--- config.mk ---
export PLATFORM = sky130hd
export DESIGN_NAME = zeroheti_edf_sched
export DESIGN_NICKNAME = d
export VERILOG_FILES = /design/src/rtl/zeroheti_edf_sched.sv
export SDC_FILE = /design/constraint.sdc
export NUM_CORES = 2
export LEC_CHECK = 0
export BUFFER_PORTS_ARGS = -buffer_cell sky130_fd_sc_hd__buf_2
export CORE_MARGIN = 5
export CORE_UTILIZATION = 45
export CTS_BUF_LIST = sky130_fd_sc_hd__clkbuf_4
export DETAILED_ROUTE_END_ITERATION = 12
export MAX_ROUTING_LAYER = met4
export PLACE_DENSITY_LB_ADDON = 0.15
export SYNTH_ARGS = -nofsm -noshare
export SYNTH_HDL_FRONTEND = slang
export SYNTH_SLANG_ARGS = --single-unit
export TNS_END_PERCENT = 100
--- constraint.sdc ---
create_clock -name clk_i -period 16.6 [get_ports clk_i]
set_input_delay 1.66 -clock clk_i [delete_from_list [all_inputs] [get_ports clk_i]]
set_output_delay 1.66 -clock clk_i [all_outputs]
set_load 0.02 [all_outputs]
--- src/rtl/zeroheti_edf_sched.sv ---
// Earliest-deadline-first interrupt scheduler: per-line relative deadlines, edge stamping, and
// a registered min-slack arbiter. Optional miss counter under ZEROHETI_EDF_MISS_CNT_EN.
module zeroheti_edf_sched #(
    parameter int unsigned NrIrqs    = 32,
    parameter int unsigned TimeWidth = 16,
    localparam int unsigned IrqWidth = $clog2(NrIrqs)
) (
    input  logic                 clk_i,
    input  logic                 rst_ni,
    input  logic [NrIrqs-1:0]    ext_irqs_i,
    input  logic                 cfg_we_i,
    input  logic [IrqWidth-1:0]  cfg_idx_i,
    input  logic                 cfg_en_i,
    input  logic [TimeWidth-1:0] cfg_dl_i,
    output logic                 irq_valid_o,
    output logic [IrqWidth-1:0]  irq_id_o,
    input  logic                 irq_ack_i,
    input  logic [IrqWidth-1:0]  irq_id_i,
    output logic [TimeWidth-1:0] time_o,
    output logic                 miss_o,
    output logic [15:0]          miss_cnt_o
);

    localparam int unsigned NrLeaves = 2 ** IrqWidth;
    localparam int unsigned NrNodes  = 2 * NrLeaves - 1;

    logic [NrIrqs-1:0]    en_q, en_d, pend_q, pend_d, prev_q;
    logic [TimeWidth-1:0] rel_dl_q [NrIrqs];
    logic [TimeWidth-1:0] rel_dl_d [NrIrqs];
    logic [TimeWidth-1:0] abs_dl_q [NrIrqs];
    logic [TimeWidth-1:0] abs_dl_d [NrIrqs];
    logic [TimeWidth-1:0] now_q;
    logic                 irq_valid_q, irq_valid_d;
    logic [IrqWidth-1:0]  irq_id_q, irq_id_d;

    logic [NrIrqs-1:0] rise, ack_hit, cand;

    always_comb begin
        rise = ext_irqs_i & ~prev_q;
        for (int unsigned i = 0; i < NrIrqs; i++) begin
            ack_hit[i] = irq_ack_i && (irq_id_i == IrqWidth'(i));
        end
        // An acked line drops out immediately so it is never re-offered the next cycle.
        cand = pend_q & en_q & ~ack_hit;
    end

    always_comb begin
        en_d     = en_q;
        pend_d   = pend_q;
        rel_dl_d = rel_dl_q;
        abs_dl_d = abs_dl_q;
        if (cfg_we_i && (32'(cfg_idx_i) < NrIrqs)) begin
            en_d[cfg_idx_i]     = cfg_en_i;
            rel_dl_d[cfg_idx_i] = cfg_dl_i;
        end
        for (int unsigned i = 0; i < NrIrqs; i++) begin
            // A new edge takes priority over a same-cycle ack and re-stamps the deadline.
            if (rise[i]) begin
                pend_d[i]   = 1'b1;
                abs_dl_d[i] = now_q + rel_dl_q[i];
            end else if (ack_hit[i]) begin
                pend_d[i] = 1'b0;
            end
        end
    end

    always_comb begin : arb
        logic                        nd_vld   [NrNodes];
        logic signed [TimeWidth-1:0] nd_slack [NrNodes];
        logic [IrqWidth-1:0]         nd_id    [NrNodes];
        for (int unsigned n = 0; n < NrNodes; n++) begin
            nd_vld[n]   = 1'b0;
            nd_slack[n] = '0;
            nd_id[n]    = '0;
        end
        for (int unsigned i = 0; i < NrLeaves; i++) begin
            if (i < NrIrqs) begin
                nd_vld[NrLeaves-1+i]   = cand[i];
                nd_slack[NrLeaves-1+i] = abs_dl_q[i] - now_q;
                nd_id[NrLeaves-1+i]    = IrqWidth'(i);
            end
        end
        // Left subtree always holds lower ids, so it wins on equal slack.
        for (int n = int'(NrLeaves) - 2; n >= 0; n--) begin
            if (nd_vld[2*n+1] && (!nd_vld[2*n+2] || (nd_slack[2*n+1] <= nd_slack[2*n+2]))) begin
                nd_slack[n] = nd_slack[2*n+1];
                nd_id[n]    = nd_id[2*n+1];
            end else begin
                nd_slack[n] = nd_slack[2*n+2];
                nd_id[n]    = nd_id[2*n+2];
            end
            nd_vld[n] = nd_vld[2*n+1] | nd_vld[2*n+2];
        end
        irq_valid_d = nd_vld[0];
        irq_id_d    = nd_vld[0] ? nd_id[0] : irq_id_q;
    end

    always_ff @(posedge clk_i or negedge rst_ni) begin
        if (!rst_ni) begin
            en_q        <= '0;
            pend_q      <= '0;
            prev_q      <= '0;
            rel_dl_q    <= '{default: '0};
            abs_dl_q    <= '{default: '0};
            now_q       <= '0;
            irq_valid_q <= 1'b0;
            irq_id_q    <= '0;
        end else begin
            en_q        <= en_d;
            pend_q      <= pend_d;
            prev_q      <= ext_irqs_i;
            rel_dl_q    <= rel_dl_d;
            abs_dl_q    <= abs_dl_d;
            now_q       <= now_q + 1'b1;
            irq_valid_q <= irq_valid_d;
            irq_id_q    <= irq_id_d;
        end
    end

    assign irq_valid_o = irq_valid_q;
    assign irq_id_o    = irq_id_q;
    assign time_o      = now_q;

`ifdef ZEROHETI_EDF_MISS_CNT_EN
    logic        miss_q, miss_d;
    logic [15:0] miss_cnt_q, miss_cnt_d;

    always_comb begin
        miss_d = 1'b0;
        for (int unsigned i = 0; i < NrIrqs; i++) begin
            if (cand[i] && (abs_dl_q[i] == now_q)) begin
                miss_d = 1'b1;
            end
        end
        miss_cnt_d = miss_cnt_q;
        if (miss_d && (miss_cnt_q != 16'hFFFF)) begin
            miss_cnt_d = miss_cnt_q + 16'd1;
        end
    end

    always_ff @(posedge clk_i or negedge rst_ni) begin
        if (!rst_ni) begin
            miss_q     <= 1'b0;
            miss_cnt_q <= '0;
        end else begin
            miss_q     <= miss_d;
            miss_cnt_q <= miss_cnt_d;
        end
    end

    assign miss_o     = miss_q;
    assign miss_cnt_o = miss_cnt_q;
`else
    assign miss_o     = 1'b0;
    assign miss_cnt_o = 16'h0000;
`endif

endmodule

==> results.toml <==
[setup_path]
worstSetupEndpointType = "flip-flop"
worst-path-max-fanout = 25
cp_slowest_stage_delay_ns = 0.70
startpoint = "time_o[1]$_DFF_PN0_"
required_ns = 17.85
critical_path_arrival_ns = 17.16
startpoint_type = "flip-flop"
reg2reg_slack_ns = 0.69
reg2reg_from = "time_o[1]$_DFF_PN0_"
crit_top_cell = "a21oi_1"
slowest_stage = "or4_1"
worstSetupPathType = "reg2reg"

[timing]
setup_ws_ns = 0.686
hold_viol_final = 0
fin_crit_ns = 15.91
fin_crit_sh_pct = 95.9
slew_viol_final = 0
fin_skew_ns = 0.129
tightest_slew_ns = 1.28
fin_worst_hold_slack_ns = 0.212
setup_viol = 0
max_freq_mhz = 62.8
tns_ns = 0
slew_headroom_pct = 13.5

[pwr]
p_clk_share_pct = 10.3
ir_drop_v = 0.000453
power.static_leakage_uw = 0.0534
p_sw_share_pct = 53.3
switchingPower_uw = 14500
seq_power_share_pct = 14.0
p_per_area_mw_per_mm2 = 241
power.share.combinational_pct = 75.7
intPower_uw = 12700

[global_route]
grt_pass1_wl_mm = 577
grt_max_degree = 148
grt_antenna_before_repair = 62
first_global_vias = 88200
grt-ovfl-total = 0
grt_util_all_layers_pct = 33.5

[synthesis]
syn_area_per_cell_um2 = 8.86
synthDistinctLibCells = 120
ys_warn_count = 0
syn_area_mm2 = 0.102
seq_area_frac_synth_pct = 27.9
synth_edf_count = 0
ys_ff_latch = 1142
synthCells = 11600
ys.flop_type = "dfrtp_1"
synth-async-reset-ratio_pct = 100

[routing]
wl_met3_mm = 30.1
remaining_drc_errors = 0
drt-met1-wl_mm = 176
wl_per_cell_um = 26.0
viasPerCell = 6.06
ant_nets = 0
vias = 92300
highest_layer = "met4"
wl_met2_mm = 173
drt_iter0_markers = 7894
firstDrtPassIters = 6
finalWirelength_mm = 396

[status]
status = "finished, final reports clean"

[layout]
final_cell_count_no_fill = 15200
fill_cells = 21700
fin_nets = 13500
final_cell_mix = "ha_1, dfrtp_1, nand2_1"
drive_gt1_share_pct = 14.1
final_common_cell = "ha_1"
syn_to_final_growth_pct = 9.75

[place]
routabilityCongestion = 1.04
hpwl_mm = 295
dp_cells = 14600
io_buffers = 84
pre_cts_slack_ns = -0.131

[floorplanning]
die_x_um = 487
rows = 175
initial_core_util_pct = 45.1
core_mm2 = 0.227
die_y_um = 487
die_area_mm2 = 0.237
io_pins = 102

[clocking]
cts_tree = "yes"
cts_root_buf = "clkbuf_4"
cts-htree-levels = 5
clkTransAtPathRegs_ns = 0.07
cts_sinks = 1142
clk-insertion-delay-late_ns = 1.39
clock_path_buffers = 4
numCtsBuffers = 357

[run]
maxCapViolCount = 0

[min_path]
holdCritPathClass = "in2async"
## state kept, by name, summed over array words and instances, names as in the netlist
name	count
rel_dl_q	512
prev_q	32
irq_id_o	5
pend_q	32
irq_valid_o	1
abs_dl_q	512
en_q	32
time_o	16
## synthesized netlist by cell type, types with 265 or more instances
library cell  count  share of area, %
a21oi_1         663               3.2
clkbuf_1        265              0.97
dfrtp_1        1142                28
ha_1           1433                18
inv_1           804               2.9
mux2_2          612               6.7
nand2_1        1000               3.7
nor2_1          743               2.7
nor3_1          273               1.3
o21ai_0         952               4.7
xnor2_1         362               3.1
xor2_1          292               2.5
## cell type report
cell class,instances,area [um^2],area share (%)
clock buffer,499,3750,3.33
inverter,806,3060,2.73
timing repair inverter,1,5.00,0.00445
antenna,45,113,0.100
timing repair buffer,339,2670,2.37
sequential,1142,28600,25.5
clock inverter,91,488,0.434
multi-input combinational,9312,69900,62.2
tap,3009,3760,3.35
## layer usage
metal | track usage (%) | vias up
met5 | - | -
met4 | 12.5 | 0
met3 | 5.31 | 785
met2 | 50.3 | 3419
met1 | 45.5 | 44900
li1 | - | 43200
## cell families after synthesis
| kind of cell | Yosys count | share of synthesized area (%) |
|---|---|---|
| xor+xnor | 654 | 5.59 |
| mux | 772 | 8.32 |
| other cells | 1 | 0.00366 |
| compound gates | 3304 | 20.9 |
| flops | 1142 | 27.9 |
| buf+inv | 1124 | 4.25 |
| simple gates | 3067 | 14.2 |
| fa+ha+maj | 1498 | 18.8 |
## per-stage QoR
step | cell area, um^2 | power (uW) | util, %
2_1_floorplan | 102000 | 16900 | -
3_3_place_gp | 108000 | 23500 | 47.4
3_5_place_dp | 108000 | 23600 | 47.4
4_1_cts | 112000 | 26600 | 49.3
5_1_grt | 112000 | 29200 | 49.5
6_report | 112000 | 27100 | 49.5
## worst max-delay path: cells and delay by family (launching register included)
family                   cells  cell delay (ns)
flip-flops                   1             0.47
multiplexers                 1             0.69
XOR/XNOR                     1             0.17
AND/OR/NAND/NOR             22             4.33
buffers and inverters        8             1.68
AO/OA/AOI/OAI               29             6.61
adder cells (fa/ha/maj)      6             1.83
## power by group through the flow
| stage | clock [uW] | combinational [uW] | sequential [uW] |
|---|---|---|---|
| 2_1_floorplan | 0 | 13200 | 3680 |
| 3_3_place_gp | 0 | 19700 | 3830 |
| 3_5_place_dp | 0 | 19700 | 3850 |
| 4_1_cts | 2890 | 19900 | 3800 |
| 5_1_grt | 3020 | 22300 | 3860 |
| 6_report | 2800 | 20500 | 3800 |
## final timing paths
check	cells after the start	end
hold / removal	1	rel_dl_q[492]$_DFFE_PN0P_
max in group asynchronous	5	rel_dl_q[266]$_DFFE_PN0P_
setup reg to reg	67	irq_id_o[0]$_DFFE_PN0P_
hold reg to reg	2	abs_dl_q[399]$_DFFE_PN0P_
setup / recovery	67	irq_id_o[0]$_DFFE_PN0P_
min in group clk_i	1	prev_q[2]$_DFF_PN0_
## repair_timing
| action | CTS | global route |
|---|---|---|
| gates resized for setup | 6 | 70 |
| pin swaps | 0 | 2 |
| buffers inserted | 0 | 12 |
| gates cloned | 0 | 1 |
| hold buffers | 0 | 0 |
| setup endpoints to repair | 2 | 5 |
Power figures use the tool's default switching activity.
